===== config.mk =====
export PLATFORM = sky130hd
export DESIGN_NAME = feistel_cipher_core
export DESIGN_NICKNAME = d
export VERILOG_FILES = /design/src/rtl/feistel_cipher_pkg.sv /design/src/rtl/feistel_f.sv /design/src/rtl/sbox.sv /design/src/rtl/feistel_cipher_core.sv
export SDC_FILE = /design/constraint.sdc
export NUM_CORES = 1
export LEC_CHECK = 0
export CORE_MARGIN = 1.5
export CORE_UTILIZATION = 67
export CTS_CLUSTER_SIZE = 14
export DETAILED_ROUTE_END_ITERATION = 8
export PLACE_DENSITY = 0.85
export REMOVE_ABC_BUFFERS = 1
export SYNTH_ARGS = -nofsm -noshare
export SYNTH_HDL_FRONTEND = slang
export SYNTH_SLANG_ARGS = --single-unit
export TNS_END_PERCENT = 10

===== constraint.sdc =====
create_clock -name clk -period 7.7 [get_ports clk]
set_input_delay 1.155 -clock clk [delete_from_list [all_inputs] [get_ports clk]]
set_output_delay 1.155 -clock clk [all_outputs]
set_load 0.01 [all_outputs]

===== src/rtl/feistel_cipher_pkg.sv =====
// Shared constants, types and helper functions for the Feistel cipher core.
// The optional decrypt/round-key-buffer feature is selected with CIPHER_DECRYPT_EN.
package feistel_cipher_pkg;

  // Per-round constants mixed into F, indexed by the round number
  localparam logic [6:0] RC [16] = '{
    7'h5A, 7'h5A, 7'h33, 7'h66, 7'h57, 7'h35, 7'h71, 7'h62,
    7'h5F, 7'h25, 7'h51, 7'h22, 7'h0B, 7'h16, 7'h2C, 7'h58
  };

  // Register word addresses
  localparam logic [3:0] ADDR_DATA0  = 4'd0;
  localparam logic [3:0] ADDR_KEY0   = 4'd4;
  localparam logic [3:0] ADDR_CTRL   = 4'd8;
  localparam logic [3:0] ADDR_STATUS = 4'd9;

  // CTRL bit positions
  localparam int CTRL_START  = 0;
  localparam int CTRL_MODE   = 1;
  localparam int CTRL_IRQ_EN = 2;

  // STATUS bit positions
  localparam int ST_BUSY       = 0;
  localparam int ST_DONE       = 1;
  localparam int ST_KEYS_VALID = 2;

  typedef enum logic [1:0] {
    S_IDLE    = 2'd0,
    S_EXPAND  = 2'd1,
    S_ROUND_A = 2'd2,
    S_ROUND_B = 2'd3
  } state_t;

  // 4-bit substitution used by every nibble of the 32-bit S-box
  function automatic logic [3:0] sbox_nibble(input logic [3:0] v);
    logic [3:0] s;
    case (v)
      4'h0: s = 4'hC;  4'h1: s = 4'h5;  4'h2: s = 4'h6;  4'h3: s = 4'hB;
      4'h4: s = 4'h9;  4'h5: s = 4'h0;  4'h6: s = 4'hA;  4'h7: s = 4'hD;
      4'h8: s = 4'h3;  4'h9: s = 4'hE;  4'hA: s = 4'hF;  4'hB: s = 4'h8;
      4'hC: s = 4'h4;  4'hD: s = 4'h7;  4'hE: s = 4'h1;  default: s = 4'h2;
    endcase
    return s;
  endfunction

  // One key-schedule step: rk -> rk'; the round key is the low half of rk'
  function automatic logic [127:0] ks_step(input logic [127:0] rk);
    logic [63:0] t;
    t = {rk[47:32], rk[63:48], rk[15:0], rk[31:16]};
    return {t, t ^ rk[127:64]};
  endfunction

endpackage


===== src/rtl/feistel_f.sv =====
// Combinational Feistel round function F(R, K_i) built from SBOX_LANES S-boxes.
// With one lane the upper word is substituted in a first cycle (s_part, saved by
// the caller) and fed back through hi_saved while the lower word is substituted.
module feistel_f
  import feistel_cipher_pkg::*;
#(
  parameter int SBOX_LANES = 2
) (
  input  logic [63:0] r,
  input  logic [63:0] k,
  input  logic [3:0]  idx,
  input  logic        lo_sel,
  input  logic [31:0] hi_saved,
  output logic [63:0] f,
  output logic [31:0] s_part
);

  logic [63:0] x;
  logic [63:0] y;
  logic [63:0] p;
  logic [31:0] lane0_in;
  logic [31:0] lane0_out;
  logic [31:0] lane1_out;
  logic [31:0] hi_word;

  assign x        = r ^ k;
  assign lane0_in = (SBOX_LANES == 1 && !lo_sel) ? x[63:32] : x[31:0];

  sbox u_lane0 (.din(lane0_in), .dout(lane0_out));

  if (SBOX_LANES == 2) begin : g_two_lanes
    sbox u_lane1 (.din(x[63:32]), .dout(lane1_out));
  end else begin : g_one_lane
    assign lane1_out = '0;
  end

  assign hi_word = (SBOX_LANES == 2) ? lane1_out : hi_saved;
  assign s_part  = lane0_out;

  // Round-constant mix, half-swap and 21-bit left rotation
  always_comb begin
    y        = {hi_word, lane0_out};
    y[20:14] = y[20:14] ^ RC[idx];
    p        = {y[47:32], y[63:48], y[15:0], y[31:16]};
    f        = {p[42:0], p[63:43]};
  end

endmodule


===== src/rtl/sbox.sv =====
// 32-bit S-box: eight parallel 4-bit substitutions.
module sbox
  import feistel_cipher_pkg::*;
(
  input  logic [31:0] din,
  output logic [31:0] dout
);

  // Substitute each nibble independently
  always_comb begin
    // NOTE: every combinational output gets a default first so no latch is inferred.
    dout = '0;
    for (int n = 0; n < 8; n++) begin
      dout[4*n +: 4] = sbox_nibble(din[4*n +: 4]);
    end
  end

endmodule


===== src/rtl/feistel_cipher_core.sv =====
// 128-bit Feistel block-cipher engine behind an Avalon-MM slave.
// CIPHER_DECRYPT_EN adds a precomputed round-key buffer, an EXPAND phase and decrypt mode;
// without it round keys are derived on the fly and the core is encrypt-only.
module feistel_cipher_core
  import feistel_cipher_pkg::*;
#(
  parameter int ROUNDS     = 12,
  parameter int SBOX_LANES = 2
) (
  input  logic        clk,
  input  logic        reset,
  input  logic [3:0]  address,
  input  logic        write,
  input  logic [31:0] writedata,
  input  logic        read,
  output logic [31:0] readdata,
  output logic        waitrequest,
  output logic        irq
);

  localparam logic [3:0] LAST_IDX = 4'(ROUNDS - 1);

  state_t         state, state_next;
  logic [127:0]   data_in, key, result, blk, rk, rk_next, blk_next;
  logic [63:0]    f_in, f_out, round_key;
  logic [31:0]    y_hi, s_part, rd_mux;
  logic [3:0]     idx;
  logic           busy, done, irq_en;
  logic           wr_ok, rd_ok, start_req, start_dec;
  logic           decrypt, kv_read, need_expand, last_round;
  logic           expand_step, hi_capture, round_done, lo_sel;

  // Only data/key/ctrl accesses stall while busy; STATUS and unmapped words never do
  assign waitrequest = (read | write) & busy & (address <= ADDR_CTRL);
  assign wr_ok       = write & ~waitrequest;
  assign rd_ok       = read & ~waitrequest;
  assign start_req   = wr_ok & (address == ADDR_CTRL) & writedata[CTRL_START];
  assign irq         = done & irq_en;
  assign rk_next     = ks_step(rk);

`ifdef CIPHER_DECRYPT_EN
  logic        mode, keys_valid;
  logic [63:0] kbuf [ROUNDS];
  assign decrypt     = mode;
  assign kv_read     = keys_valid;
  assign need_expand = ~keys_valid;
  assign start_dec   = writedata[CTRL_MODE];
  assign round_key   = kbuf[idx];

  // Round-key buffer, filled one entry per EXPAND cycle
  always_ff @(posedge clk) begin
    // NOTE: the key buffer is storage only; it is not reset, keys_valid guards its contents.
    if (expand_step) kbuf[idx] <= rk_next[63:0];
  end
`else
  assign decrypt     = 1'b0;
  assign kv_read     = 1'b1;
  assign need_expand = 1'b0;
  assign start_dec   = 1'b0;
  assign round_key   = rk_next[63:0];
`endif

  // Encrypt feeds F with R, decrypt with L
  assign f_in       = decrypt ? blk[127:64] : blk[63:0];
  assign blk_next   = decrypt ? {blk[63:0] ^ f_out, blk[127:64]}
                              : {blk[63:0], blk[127:64] ^ f_out};
  assign last_round = decrypt ? (idx == 4'd0) : (idx == LAST_IDX);

  feistel_f #(.SBOX_LANES(SBOX_LANES)) u_f (
    .r        (f_in),
    .k        (round_key),
    .idx      (idx),
    .lo_sel   (lo_sel),
    .hi_saved (y_hi),
    .f        (f_out),
    .s_part   (s_part)
  );

  // FSM state register
  always_ff @(posedge clk) begin
    // NOTE: clocked state is assigned with <= so all registers update from pre-edge values.
    if (reset) state <= S_IDLE;
    else       state <= state_next;
  end

  // FSM next-state logic
  always_comb begin
    state_next = state;
    case (state)
      S_IDLE:    if (start_req) state_next = need_expand ? S_EXPAND : S_ROUND_A;
      S_EXPAND:  if (idx == LAST_IDX) state_next = S_ROUND_A;
      S_ROUND_A: begin
        if (SBOX_LANES == 1)  state_next = S_ROUND_B;
        else if (last_round) state_next = S_IDLE;
      end
      S_ROUND_B: state_next = last_round ? S_IDLE : S_ROUND_A;
      default:   state_next = S_IDLE;
    endcase
  end

  // FSM outputs: datapath step controls decoded from the state
  always_comb begin
    expand_step = 1'b0;
    hi_capture  = 1'b0;
    round_done  = 1'b0;
    lo_sel      = 1'b0;
    case (state)
      S_EXPAND:  expand_step = 1'b1;
      S_ROUND_A: begin
        if (SBOX_LANES == 1) hi_capture = 1'b1;
        else                 round_done = 1'b1;
      end
      S_ROUND_B: begin
        lo_sel     = 1'b1;
        round_done = 1'b1;
      end
      default: ;
    endcase
  end

  // Register file, status flags and round datapath
  always_ff @(posedge clk) begin
    if (reset) begin
      data_in <= '0;
      key     <= '0;
      result  <= '0;
      blk     <= '0;
      rk      <= '0;
      y_hi    <= '0;
      idx     <= '0;
      busy    <= 1'b0;
      done    <= 1'b0;
      irq_en  <= 1'b0;
`ifdef CIPHER_DECRYPT_EN
      mode       <= 1'b0;
      keys_valid <= 1'b0;
`endif
    end else begin
      if (wr_ok) begin
        if (address[3:2] == ADDR_DATA0[3:2]) begin
          data_in[{address[1:0], 5'b0} +: 32] <= writedata;
        end else if (address[3:2] == ADDR_KEY0[3:2]) begin
          key[{address[1:0], 5'b0} +: 32] <= writedata;
`ifdef CIPHER_DECRYPT_EN
          keys_valid <= 1'b0;
`endif
        end else if (address == ADDR_CTRL) begin
          irq_en <= writedata[CTRL_IRQ_EN];
`ifdef CIPHER_DECRYPT_EN
          mode   <= writedata[CTRL_MODE];
`endif
        end else if (address == ADDR_STATUS && writedata[ST_DONE]) begin
          done <= 1'b0;
        end
      end

      if (start_req) begin
        busy <= 1'b1;
        done <= 1'b0;
        blk  <= data_in;
        rk   <= key;
        idx  <= (!need_expand && start_dec) ? LAST_IDX : 4'd0;
      end

`ifdef CIPHER_DECRYPT_EN
      if (expand_step) begin
        rk <= rk_next;
        if (idx == LAST_IDX) begin
          keys_valid <= 1'b1;
          idx        <= mode ? LAST_IDX : 4'd0;
        end else begin
          idx <= idx + 4'd1;
        end
      end
`endif

      if (hi_capture) y_hi <= s_part;

      if (round_done) begin
        blk <= blk_next;
        rk  <= rk_next;
        if (last_round) begin
          result <= blk_next;
          busy   <= 1'b0;
          done   <= 1'b1;
        end else begin
          idx <= decrypt ? idx - 4'd1 : idx + 4'd1;
        end
      end
    end
  end

  // Read multiplexer; KEY and CTRL are write-only and read as zero
  always_comb begin
    rd_mux = '0;
    if (address[3:2] == ADDR_DATA0[3:2]) begin
      rd_mux = result[{address[1:0], 5'b0} +: 32];
    end else if (address == ADDR_STATUS) begin
      rd_mux[ST_BUSY]       = busy;
      rd_mux[ST_DONE]       = done;
      rd_mux[ST_KEYS_VALID] = kv_read;
    end
  end

  // Registered read data, updated when a read is accepted
  always_ff @(posedge clk) begin
    if (reset)      readdata <= '0;
    else if (rd_ok) readdata <= rd_mux;
  end

endmodule


* Word-level counts from Yosys, hierarchy flattened
Memory sizes are Yosys's and may differ from the RTL's. Index checks and enable logic that the tools add are counted.
Word-level totals: register bits 681, memory bits (read-only) 1136, input port bits 40, output and inout port bits 34, word-level logic and storage cells 102, memories 17
Cells by class: $add $sub $neg 2, $lt $le $gt $ge 2, equal/unequal tests 10, shifts and indexed selects 3, muxes and demuxes 31, bitwise gates (word level) 16, reduce and logical (&&, ||, !) cells 10
Memory list:
- (name not given) | depth 16, width 7, rd ports 1, clocked after memory_dff 0, write ports 0, line feistel_f.sv:43 | y[20:14] = y[20:14] ^ RC[idx];
- (name not given) | depth 16, width 4, rd ports 1, clocked after memory_dff 0, write ports 0, line feistel_cipher_pkg.sv:37 | case (v)
- (name not given) | depth 16, width 4, rd ports 1, clocked after memory_dff 0, write ports 0, line feistel_cipher_pkg.sv:37
- (name not given) | depth 16, width 4, rd ports 1, clocked after memory_dff 0, write ports 0, line feistel_cipher_pkg.sv:37
- (name not given) | depth 16, width 4, rd ports 1, clocked after memory_dff 0, write ports 0, line feistel_cipher_pkg.sv:37
- (name not given) | depth 16, width 4, rd ports 1, clocked after memory_dff 0, write ports 0, line feistel_cipher_pkg.sv:37
- +11 memories
Operator list (count):
- $mux 128 | 4
- $bwmux 128 | 2
- $xor 64x64->64 | 3
- $shift 32x9->128 const A | 1
- $shiftx 128x8->32 | 1
- $shiftx 32x9->128 | 1
- $mux 29 | 1
- $mux 7 | 2
- $eq 4x4->1 const B | 3
- $mux 1 | 12
- $mux 4 | 3
- $neg 7->9 | 1
- $mux 2 | 4
- $pmux 2 s4 | 1
- $and 1x1->1 | 7
- $xor 7x7->7 | 1
- $mux 3 | 2
- $ne 2x2->1 const B | 3
- $reduce_and 3->1 | 2
- $ge 5x5->1 const B | 1
- $not 4->5 | 1
- $add 4x1->4 const B | 1
- $eq 2x1->1 const B | 2
- $eq 2x2->1 const B | 2
- other kinds (9) | 13

* Longest topological paths before layout
depth in word-level cells 10, gate-level depth with buffers 13, depth with buffers taken out 9

* Cells and area by module
A second synthesis with hierarchy kept.
Second synthesis, totals: cells, all modules 3742, area total of the unflattened synthesis 33250.6 um^2
Modules (own cells, without submodules):
- feistel_cipher_core | times used 1, cells each 3331, area an instance 29480.8 um^2, sequential area each 13613.1 um^2
- sbox at u_f.u_lane0 | times used 1, cells each 140, area an instance 1340.0 um^2, sequential area each 0.0 um^2
- sbox at u_f.g_two_lanes.u_lane1 | times used 1, cells each 138, area an instance 1338.8 um^2, sequential area each 0.0 um^2
- feistel_f | times used 1, cells each 133, area an instance 1091.0 um^2, sequential area each 0.0 um^2

* Least setup slack after synthesis
Ideal clock, no wire load.
path kind input-to-output, start point input port address[1], end point output port waitrequest, data arrival time 2.564 ns, data required time 6.545 ns, slack 3.981 ns, cell stages on the path 8, buffers on the path 3, cell sequence clkbuf_1 clkbuf_1 inv_1 ha_1 clkbuf_1 nor2b_1 o21ai_0 nor2_1
Between the ends: cells in the longest elaborated chain, start to end 2
Ends and longest elaborated chain:
- from (decl) | line feistel_cipher_core.sv:12 | input logic [3:0] address,
- $le 4x4->1 | line feistel_cipher_core.sv:34 | assign waitrequest = (read | write) & busy & (address <= ADDR_CTRL);
- $and 1x1->1 | line feistel_cipher_core.sv:34
- to (decl) | line feistel_cipher_core.sv:17 | output logic waitrequest,
No other way between the ends.

* Final worst setup path
start point input port address[0], end point output port waitrequest
The elaborated chain is that of the path after synthesis.

==> insert_results.sql <==
INSERT INTO impl_metrics (metric_group, metric, value, unit) VALUES
('placed_design', 'finalWeightedCongestion', '0.866', ''),
('synth', 'synth_top_area_frac', '0.407', ''),
('floorplanning', 'rows', '81', ''),
('sta', 'min_period', '4.67', 'ns'),
('synth', 'synth_area_leaders', 'dfxtp_1 41%, a211oi_1 7.1%, mux2i_1 5.9%, a21oi_1 5.1%, nand2_1 4.5%', ''),
('clock_network', 'clk_transition_reported_paths', '0.06', 'ns'),
('power_and_ir_drop', 'power.static_leakage', '13.1', 'nW'),
('drt', 'via_per_inst', '6.62', ''),
('placed_design', 'port_buffer_count', '73', ''),
('critical_path', 'critical_path.max_fanout', '37', ''),
('sta', 'timing.final.setup_violations', '0', ''),
('sta', 'worst_slew_pin_slew', '1.14', 'ns'),
('synth', 'synth.top_cells.by_count', '680 x dfxtp_1, 404 x nand2_1, 343 x a21oi_1', ''),
('floorplanning', 'die_w', '226', 'microns'),
('critical_path', 'crit_end_category', 'output pin', ''),
('synth', 'synth.largest_area_cell', 'dfxtp_1', ''),
('floorplanning', 'core_region_area', '49200', 'sq um'),
('global_route', 'first_global_vias', '27200', ''),
('layout', 'num-nets-final', '3632', ''),
('placed_design', 'placedCellCount', '4092', ''),
('clock_network', 'tritoncts_num_sinks', '680', ''),
('drt', 'drt-pass1-iter-count', '8', ''),
('min_path', 'hp-class', 'register to register', ''),
('drt', 'remaining_drc_errors', '0', ''),
('sta', 'slew_violations', '0', ''),
('sta', 'fin_setup_tns', '0', 'ns'),
('drt', 'route.antenna.remaining_nets', '0', ''),
('clock_network', 'postCtsResizedCells', '0', ''),
('drt', 'avgRoutedWirePerCell', '23.1', 'microns'),
('clock_network', 'ctsHoldBuffers', '0', ''),
('sta', 'timing.clock.skew', '0.0279', 'ns'),
('flow_run', 'total_of_max_cap_violations', '0', ''),
('sta', 'report.final.hold_viol_count', '0', ''),
('drt', 'wl', '97.5', 'mm'),
('critical_path', 'worst_path_max_delay_cell', 'buf_4', ''),
('drt', 'vias', '27900', ''),
('placed_design', 'dp.final_hpwl', '56.6', 'mm'),
('critical_path', 'startpoint_type', 'primary input', ''),
('critical_path', 'path_type_of_the_worst_setup_path', 'primary input to output pin', ''),
('synth', 'syn_area_per_cell', '9.14', 'sq um'),
('global_route', 'grt_util_all_layers', '0.379', ''),
('clock_network', 'clock_tree.root_cell', 'clkbuf_16', ''),
('layout', 'area_growth_syn_to_layout', '9.13', '%'),
('layout', 'layout_cells_excl_fill', '4220', ''),
('placed_design', 'postPlaceCellArea', '34100', 'sq um'),
('synth', 'syn_area', '33500', 'sq um'),
('sta', 'layout_worst_path_cycle_share', '0.606', ''),
('floorplanning', 'initial_utilization', '0.681', ''),
('synth', 'async_flop_share', '0', ''),
('clock_network', 'ctsLongestPathBuffers', '3', ''),
('floorplanning', 'dieHeight', '226', 'microns'),
('synth', 'synth_most_common_cell', 'dfxtp_1', ''),
('global_route', 'globalRoute.totalOverflow', '0', ''),
('layout', 'drive_gt1_frac', '0.0610', ''),
('critical_path', 'cp_cell_sequence', 'buf_4, inv_2, ha_1, nor2b_1, o21ai_0, nor2_1, clkdlybuf4s50_1', ''),
('floorplanning', 'fp.dieArea', '51300', 'sq um'),
('global_route', 'grt_pass1_wl', '150', 'mm'),
('power_and_ir_drop', 'p_per_area', '207', 'nW/um^2'),
('clock_network', 'numCtsBuffers', '72', ''),
('synth', 'ys_seq_area_frac', '0.407', ''),
('clock_network', 'tritoncts', 'built', ''),
('synth', 'dominantRegCellSynth', 'dfxtp_1', ''),
('critical_path', 'arrival', '3.51', 'ns'),
('critical_path', 'cp_data_required_time', '6.55', 'ns'),
('synth', 'ys_ff_latch', '680', ''),
('critical_path', 'critical_path.max_stage_delay', '0.73', 'ns'),
('sta', 'clock.fmax', '214', 'MHz'),
('floorplanning', 'top_level_ports', '74', ''),
('clock_network', 'clkLatencyLatePin', '0.62', 'ns'),
('synth', 'synth-edff-count', '0', ''),
('clock_network', 'post-cts-setup-buffer-count', '0', ''),
('power_and_ir_drop', 'vdd_drop_max', '171', 'uV'),
('global_route', 'pin_count_of_the_biggest_net_entering_global_routing', '226', ''),
('synth', 'synthesis.instances', '3660', ''),
('sta', 'timing.slew.headroom', '0.235', ''),
('sta', 'unrepaired_setup_endpoints_after_global_routing', 'false', ''),
('clock_network', 'htree_num_levels', '3', ''),
('synth', 'yosysWarningCount', '0', ''),
('drt', 'detail_route.iter0.violations', '3228', ''),
('synth', 'synth.lib_cells_used.distinct', '50', ''),
('layout', 'finalInstanceArea', '36500', 'sq um'),
('outcome', 'run_status', 'completed', ''),
('global_route', 'number_of_antenna_violations_at_the_first_check_in_global_routing', '2', '');
## placed cells by master (no fill, tap or decap), types with 8 or more instances in the layout
cell type / n
a211o_1: 18
a211oi_1: 316
a21oi_1: 343
a22oi_1: 30
and2_1: 10
buf_4: 31
clkbuf_1: 14
clkbuf_16: 77
clkbuf_8: 26
clkdlybuf4s50_1: 70
dfxtp_1: 679
ha_1: 90
inv_1: 84
mux2_1: 115
mux2i_1: 197
mux4_2: 50
nand2_1: 403
nand3_1: 278
nand3b_1: 19
nand4b_1: 15
nor2_1: 205
nor2b_1: 133
nor3_1: 25
nor3b_1: 23
nor4b_1: 14
o21ai_0: 8
or4_1: 16
xnor2_1: 126
xnor3_1: 39
xor2_1: 35
xor3_1: 8
## worst paths after layout
kind / start / to / slack (ns) / cells after the start
worst max-delay path: address[0] / waitrequest / 3.03 / 7
worst min-delay path: blk[0]$_SDFFE_PP0P_ / result[64]$_SDFFE_PP0P_ / 0.45 / 2
worst max register to register: busy$_SDFF_PP0_ / rk[121]$_SDFFE_PP0P_ / 4.28 / 6
worst min register to register: blk[0]$_SDFFE_PP0P_ / result[64]$_SDFFE_PP0P_ / 0.45 / 2
## report_power, final
group / internal, W / leakage [nW] / switching, W
logic: 0.000128 / 6.42 / 0.000309
clock network: 0.00214 / 1.21 / 0.00144
registers: 0.00353 / 5.48 / 0.0000185
total: 0.00580 / 13.1 / 0.00177
## cell families after synthesis
| group | count (synthesis) | synth area share |
|---|---|---|
| flops | 680 | 0.407 |
| xor+xnor | 210 | 0.0755 |
| fa+ha+maj | 90 | 0.0337 |
| simple gates | 1162 | 0.165 |
| compound gates | 730 | 0.138 |
| mux | 362 | 0.131 |
| buf+inv | 426 | 0.0491 |
## per-stage QoR
stage	setup WS [ns]	util	total power, W	hold WS, ns
2_1_floorplan	-7.57	-	0.00384	0.426
3_3_place_gp	2.99	0.693	0.00404	0.439
3_5_place_dp	2.87	0.693	0.00405	0.444
4_1_cts	3.03	0.743	0.00755	0.452
5_1_grt	2.86	0.743	0.00772	0.463
6_report	3.03	0.743	0.00757	0.452
## state kept, by name, summed over array words and instances, names as in the netlist
name / flops
idx: 4
readdata: 32
data_in: 128
key: 128
state: 1
busy: 1
rk: 128
irq_en: 1
blk: 128
result: 128
done: 1
## worst max-delay path: cells and delay by family
family	cells	cell delay (ns)
buffers and inverters	3	1.39
AOI/OAI and AO/OA	1	0.30
adders and majority gates	1	0.37
and+or+nand+nor	2	0.26
## final cells by class
type	instances	area, sq um
clock inverter	10	110
timing repair buffer	108	1050
sequential	680	13600
inverter	86	323
fill	3441	12600
tap	664	831
clock buffer	117	2340
antenna	1	2.50
multi-input combinational	2554	18200
## layer usage
layer,vias to the layer above,GRT usage,routed length (microns)
met5,-,0,13
met4,2,0.226,6020
met3,404,0.0752,9510
met2,1503,0.599,44700
met1,13500,0.481,37300
li1,12500,-,-
No activity file was read; power rests on OpenSTA's default activity.
